`src/rtl/stream_mux_rr_if.sv`:
```
// Stream bundle between N producers and one consumer of the round-robin stream mux.
// The slave modport is the mux; the master modport is the surrounding producers/consumer.
interface stream_mux_rr_if #(
  parameter int WIDTH    = 8,
  parameter int CHANNELS = 4
);
  localparam int SEL_W = $clog2(CHANNELS);

  logic [CHANNELS*WIDTH-1:0] in_data;
  logic [CHANNELS-1:0]       in_valid;
  logic [CHANNELS-1:0]       in_ready;
  logic [WIDTH-1:0]          out_data;
  logic [SEL_W-1:0]          out_chan;
  logic                      out_valid;
  logic                      out_ready;

  modport slave (
    input  in_data, in_valid, out_ready,
    output in_ready, out_data, out_chan, out_valid
  );

  modport master (
    output in_data, in_valid, out_ready,
    input  in_ready, out_data, out_chan, out_valid
  );
endinterface

```
`src/rtl/stream_mux_rr.sv`:
```
// N:1 valid/ready stream mux, fixed-select or round-robin, one registered output stage (1-cycle latency).
// in_ready is combinational; a stalled output holds its beat and blocks all inputs until drained.
module stream_mux_rr #(
  parameter  int WIDTH    = 8,
  parameter  int CHANNELS = 4,
  localparam int SEL_W    = $clog2(CHANNELS)
) (
  input  logic             clk,
  input  logic             rst_n,
  input  logic             mode,
  input  logic [SEL_W-1:0] sel,
  stream_mux_rr_if.slave   bus
);
  localparam logic [SEL_W:0]   CH_L   = (SEL_W+1)'(CHANNELS);
  localparam logic [SEL_W-1:0] LAST_CH = SEL_W'(CHANNELS - 1);

  logic [SEL_W-1:0]    rr_ptr;
  logic [WIDTH-1:0]    out_data_q;
  logic [SEL_W-1:0]    out_chan_q;
  logic                out_valid_q;

  logic                load_ok;
  logic [CHANNELS-1:0] grant;
  logic                found;
  logic [SEL_W:0]      scan;
  logic [CHANNELS-1:0] rdy;
  logic [CHANNELS-1:0] acc;
  logic                acc_any;
  logic [SEL_W-1:0]    acc_idx;
  logic [WIDTH-1:0]    acc_dat;
  logic [SEL_W-1:0]    next_ptr;

  assign load_ok = !out_valid_q || bus.out_ready;

  // An out-of-range sel matches no channel, so nothing is granted rather than stalling.
  always_comb begin
    grant = '0;
    found = 1'b0;
    scan  = '0;
    if (!mode) begin
      for (int i = 0; i < CHANNELS; i++) begin
        if (sel == SEL_W'(i)) grant[i] = 1'b1;
      end
    end else begin
      for (int k = 0; k < CHANNELS; k++) begin
        scan = {1'b0, rr_ptr} + (SEL_W+1)'(k);
        if (scan >= CH_L) scan = scan - CH_L;
        if (!found && bus.in_valid[scan]) begin
          grant[scan] = 1'b1;
          found       = 1'b1;
        end
      end
    end
  end

  assign rdy          = grant & {CHANNELS{load_ok & rst_n}};
  assign bus.in_ready = rdy;
  assign acc          = bus.in_valid & rdy;
  assign acc_any      = |acc;

  always_comb begin
    acc_idx = '0;
    acc_dat = '0;
    for (int i = 0; i < CHANNELS; i++) begin
      if (acc[i]) begin
        acc_idx = SEL_W'(i);
        acc_dat = bus.in_data[i*WIDTH +: WIDTH];
      end
    end
  end

  assign next_ptr = (acc_idx == LAST_CH) ? '0 : acc_idx + SEL_W'(1);

  always_ff @(posedge clk) begin
    if (!rst_n) begin
      out_valid_q <= 1'b0;
      out_data_q  <= '0;
      out_chan_q  <= '0;
      rr_ptr      <= '0;
    end else if (acc_any) begin
      out_valid_q <= 1'b1;
      out_data_q  <= acc_dat;
      out_chan_q  <= acc_idx;
      if (mode) rr_ptr <= next_ptr;
    end else if (bus.out_ready) begin
      out_valid_q <= 1'b0;
    end
  end

  assign bus.out_data  = out_data_q;
  assign bus.out_chan  = out_chan_q;
  assign bus.out_valid = out_valid_q;
endmodule
```
`src/flat_wrapper.sv`:
```
// flat-port wrapper written by rule: the top's interface ports become plain ports
module stream_mux_rr_flat 
#(
  parameter  int WIDTH    = 8,
  parameter  int CHANNELS = 4,
  localparam int SEL_W    = $clog2(CHANNELS)
)
  (clk, rst_n, mode, sel, bus_in_data, bus_in_valid, bus_out_ready, bus_in_ready, bus_out_data, bus_out_chan, bus_out_valid);
  stream_mux_rr_if #(.WIDTH(WIDTH), .CHANNELS(CHANNELS)) bus_i ();
  input  logic clk;
  input  logic rst_n;
  input  logic mode;
  input  logic [SEL_W-1:0] sel;
  input wire logic [$bits(bus_i.in_data)-1:0] bus_in_data;
  input wire logic [$bits(bus_i.in_valid)-1:0] bus_in_valid;
  input wire logic [$bits(bus_i.out_ready)-1:0] bus_out_ready;
  output wire logic [$bits(bus_i.in_ready)-1:0] bus_in_ready;
  output wire logic [$bits(bus_i.out_data)-1:0] bus_out_data;
  output wire logic [$bits(bus_i.out_chan)-1:0] bus_out_chan;
  output wire logic [$bits(bus_i.out_valid)-1:0] bus_out_valid;
  assign bus_i.in_data = bus_in_data;
  assign bus_i.in_valid = bus_in_valid;
  assign bus_i.out_ready = bus_out_ready;
  assign bus_in_ready = bus_i.in_ready;
  assign bus_out_data = bus_i.out_data;
  assign bus_out_chan = bus_i.out_chan;
  assign bus_out_valid = bus_i.out_valid;
  stream_mux_rr #(.WIDTH(WIDTH), .CHANNELS(CHANNELS)) u_core (.clk(clk), .rst_n(rst_n), .mode(mode), .sel(sel), .bus(bus_i));
endmodule
```
`config.mk`:
```
export PLATFORM = sky130hd
export DESIGN_NAME = stream_mux_rr_flat
export DESIGN_NICKNAME = d
export VERILOG_FILES = /design/src/rtl/stream_mux_rr_if.sv /design/src/rtl/stream_mux_rr.sv /design/src/flat_wrapper.sv
export SDC_FILE = /design/constraint.sdc
export NUM_CORES = 1
export LEC_CHECK = 0
export ABC_AREA = 1
export CAP_MARGIN = 5
export CORE_ASPECT_RATIO = 0.9
export CORE_MARGIN = 5
export CORE_UTILIZATION = 43
export DETAILED_ROUTE_END_ITERATION = 10
export MAX_ROUTING_LAYER = met4
export PLACE_DENSITY = 0.81
export SYNTH_ARGS = -nofsm -noshare
export SYNTH_HDL_FRONTEND = slang
export SYNTH_SLANG_ARGS = --single-unit
```
`constraint.sdc`:
```
create_clock -name clk -period 3.33 [get_ports clk]
set_clock_uncertainty 0.2 [all_clocks]
set_input_delay 0.666 -clock clk [delete_from_list [all_inputs] [get_ports clk]]
set_output_delay 0.666 -clock clk [all_outputs]
set_load 0.01 [all_outputs]
```
# Yosys cells after proc, flatten, opt, wreduce, memory -nomap -nowiden
# Index checks and enable logic that the tools add are counted.
# word_totals
regBits	13
inputBits	42
out_inout_bits	15
word_cells	102
# classes
addsub	8
magnitude_cmp	12
n_eq_ne	4
muxes	52
bitwise_logic	6
n_reduce_logical	16
# ops
op	count
$mux W4	8
$mux W8	4
$mux W3	8
$mux W1	21
$ge A3 B1 Y1 const B	4
$lt A3 B3 Y1 const B	4
$or A4 B4 Y4	3
$ge A3 B3 Y1 const B	3
$sub A3 B3 Y3 const B	3
$and A4 B4 Y4	2
$bmux W1 S2	4
$demux W1 S2	4
$logic_and A1 B1 Y1	7
$add A2 B2 Y3 const B	2
$eq A2 B2 Y1 const B	3
$mux W2	3
$logic_not A1 Y1	4
$reduce_or A4 Y1	1
$add A2 B1 Y3 const B	1
$ge A2 B3 Y1 const B	1
$sub A2 B3 Y3 const B	1
$add A2 B1 Y2 const B	1
$eq A2 B1 Y1 const B	1
$logic_not A2 Y1	1
4 further kinds	4

# Longest topological paths before layout
# depth
word_depth	26
depth_mapped	18
depth_no_buf	16

# Worst setup path before layout
# OpenSTA, ideal clock, no wires.
# synth_path
kind	reg-to-output
start	register u_core.rr_ptr[0]
end	output port bus_in_ready[1]
t_arrival_ns	1.581
t_required_ns	2.464
setup_slack_ns	0.883
path_stages_with_launch	13
n_path_buf	1
path_cell_list	dfxtp_1 > buf_6 > inv_6 > ha_1 > inv_1 > nand3_1 > nand2_1 > nand2_4 > nor2_4 > nand2_1 > nand3_2 > nand2_1 > inv_1
# synth_between
elab_chain_len	20
elab_cells_between_ends	71
classes_between	add/sub (7); order compare (12); mux (38); bitwise (4); reduce/logical (10)
# synth_lines
item	line	text
start: declaration	stream_mux_rr.sv:17	logic [SEL_W-1:0] rr_ptr;
start signal: assignment	stream_mux_rr.sv:84	if (mode) rr_ptr <= next_ptr;
branches (longest 17 deep; another with $add A2 B1 Y3)	-	
$mux W4 (*)	stream_mux_rr.sv:48	if (!found && bus.in_valid[scan]) begin
$mux W4 (*)	stream_mux_rr.sv:40	if (!mode) begin
$and A4 B4 Y4 (*)	stream_mux_rr.sv:56	assign rdy = grant & {CHANNELS{load_ok & rst_n}};
end: declaration	flat_wrapper.sv:17	output wire logic [$bits(bus_i.in_ready)-1:0] bus_in_ready;
# Mark *: on every way between the ends. The select of a mux whose other input is x is not followed.

# Final worst setup path
# layout_path
start	input port mode
end	output port bus_in_ready[3]
# layout_between
elab_chain_len	2
# layout_lines
item	line	text
start: declaration	flat_wrapper.sv:12	input logic mode;
$mux W4	stream_mux_rr.sv:40	
$and A4 B4 Y4	stream_mux_rr.sv:56	
# Every way passes these cells.

==> results.toml <==
[synthesis]
yosysMostFrequentCell = "nand2_1"
synth_top_area_frac = 0.1957
netlist_area_um2 = 1330
synthMuxAreaShare = 0
yosysTopAreaCell = "dfxtp_1"
ys_seq_area_frac = 0.1957
synth_compound_area_frac = 0.08373
synth.net_count = 274
synthAdderAreaFrac = 0.03763
synth_area_leaders = "dfxtp_1, nand2_1, nand3_1"
synth_cell_type_count = 25
synth_top_family_by_area = "simple AND/OR/NAND/NOR gates"
yosys.area_share.simple = 0.5419
avgSynthCellArea_um2 = 5.833
synth_cells = 228
synth_commonest_cells = "nand2_1, inv_1, nand3_1"
yosysWarnings = 0
synth-xor-area-share = 0
synthArstFlopShare = 0
ys_ff_latch = 13
synthFlopType = "dfxtp_1"
synth_edf_count = 0

[drt]
vias_per_cell = 4.644
drc = 0
vias = 1579
routed_wl_um = 4017
drt-initial-drc-count = 79
wl_per_cell_um = 11.81
drtPass1Iterations = 4
ant_nets = 0

[placement]
place_inst = 336
post-place-ws_ps = -22.56
dp_hpwl_um = 3308
gp_congestion = 0.9456
placed_area_um2 = 2016
io_buffers = 56

[clock_tree]
clockRootBuffer = "clkbuf_4"
post_cts_buffers = 0
cts-buffers-inserted = 3
cts_max_path_buffers = 2
htreeDepth = 1
clk_latency_ps = 280
hold_buffers = 0
cts.sinks = 13
cts.clk_slew.worst_paths_ps = 70
cts_tree = "done"

[pwr]
ir_worst_vdd_mv = 0.2009
p_total_mw = 0.5964
power_density_nw_per_um2 = 289.8
leakage_nw = 1.022

[global_routing]
grt_pass1_vias = 1401
gr-usage-met3 = 0.03417
grt-busiest-layer = "met2"
grt_pass1_wl_um = 6389
antenna_found_initial = 0
grt_usage = 0.1937
grt_start_max_net_pins = 13
gr-total-overflow = 0
grt_use_met2 = 0.3004
globalRouteMet1Util = 0.2644

[sta]
worstMarginPinSlew_ps = 312.5
slew_headroom = 0.7914
fin_worst_hold_slack_ps = 293.9
finalCritPeriodShare = 0.9452
slew_violations = 0
fin_setup_tns_ps = 0
max_freq_mhz = 317.7
rsz0062_at_grt = "false"
setup_viol = 0
finalHoldViolations = 0
period_minus_slack_ps = 3148
setup_ws_ps = 182.5

[die]
rows = 19
die_x_um = 68.63
die_h_um = 62.76
ios = 57
core_area_um2 = 3019
die-area_um2 = 4307
initial_core_util = 0.4405

[worst_hold_path]
min_from = "u_core.bus.out_chan[0]"
min_path_cells = 2
min_path_type = "flip-flop to flip-flop"
hold_end = "u_core.bus.out_chan[0]"

[layout]
diodes = 0
final_nets = 345
drive_gt1_frac = 0.1745
final_util = 0.6817
finish.instance_area_um2 = 2058
nFillCells = 281
final_cells = 340
seqCellArea_um2 = 261.5
multiInputGateArea_um2 = 897.1
area_growth_pct = 54.75

[setup_path]
r2r_start = "u_core.rr_ptr[1]"
worstPathArrival_ps = 2280
worstRegToRegCells = 17
r2r_end = "u_core.bus.out_data[3]"
setup.worst_path.class = "input port to output port"
cp-start-kind = "input port"
r2r_setup_slack_ps = 750
critPathCaptureType = "output port"
crit_required_ps = 2460
cp_max_fo = 6

[run]
maxCapViolations = 0

[outcome]
status = "finished, final reports clean"
-- sequential cells by signal (all words and copies together) (netlist names) --
| signal | flops |
|---|---|
| u_core.bus.out_chan | 2 |
| u_core.bus.out_data | 8 |
| u_core.bus.out_valid | 1 |
| u_core.rr_ptr | 2 |
-- worst max-delay path, stage by stage --
cell and delay, ps:
clkdlybuf4s50_1 570, buf_4 170, o21ai_0 70, nor2_1 130, nand3_1 110, nand2_1 70, inv_1 30, clkdlybuf4s50_1 460
-- kinds of logic after synthesis --
family | count (synthesis)
buffers and inverters | 42
adders and majority gates | 4
and+or+nand+nor | 148
DFF | 13
AOI/OAI and AO/OA | 21
-- cell type report --
type / count / area share
Timing Repair Buffer: 72 / 0.3307
Tap cell: 42 / 0.02553
Inverter: 36 / 0.06809
Clock buffer: 4 / 0.01277
Multi-Input combinational cell: 173 / 0.4359
Sequential cell: 13 / 0.1271
-- routing by layer --
metal | share of wire | up-vias
met2 | 0.49 | 37
li1 | - | 853
met3 | 0.039 | 2
met5 | 0 | -
met1 | 0.47 | 687
met4 | 0.0057 | 0
-- worst max-delay path by stage --
stage / startpoint / end / slack (ps) / cells past startpoint
final: mode / bus_in_ready[3] / 180 / 8
after floorplan: u_core.rr_ptr[0] / bus_in_ready[1] / 880 / 12
after detailed placement: bus_in_valid[3] / bus_in_ready[0] / -20 / 11
after CTS: bus_in_valid[1] / bus_in_ready[3] / 1 / 11
after global placement: bus_in_valid[3] / bus_in_ready[0] / -3 / 12
after global routing: u_core.rr_ptr[1] / bus_in_ready[1] / 5 / 12
-- cell usage in the layout, fill, tap and decap left out --
cell,n
clkdlybuf4s50_1,50
nand3_1,32
dlymetal6s2s_1,2
buf_4,16
ha_1,3
nor2_2,3
a21oi_2,1
a21oi_1,14
nand4_1,1
nand2_2,5
or2_0,1
nor2_4,1
or2_2,6
o21bai_1,1
ha_4,1
inv_1,32
inv_2,3
clkbuf_4,3
o21ai_0,4
nand2_4,3
inv_6,1
nand3_2,7
o21ai_1,1
nor2_1,26
nand2_1,62
nand3_4,1
dlygate4sd2_1,4
dfxtp_2,1
dfxtp_1,12
clkbuf_1,1
-- what timing repair did --
action | in CTS | in global routing
pin swaps | 3 | 0
endpoints found under the setup margin | 3 | 2
gates resized for setup | 4 | 5
gates cloned | 0 | 0
-- report_power, final --
part / total, mW / switching (mW) / internal [mW]
sequential: 0.183 / 0.00945 / 0.174
combinational: 0.313 / 0.159 / 0.154
clock: 0.0995 / 0.0531 / 0.0465
total: 0.596 / 0.222 / 0.375
(Power assumes the default switching activity.)
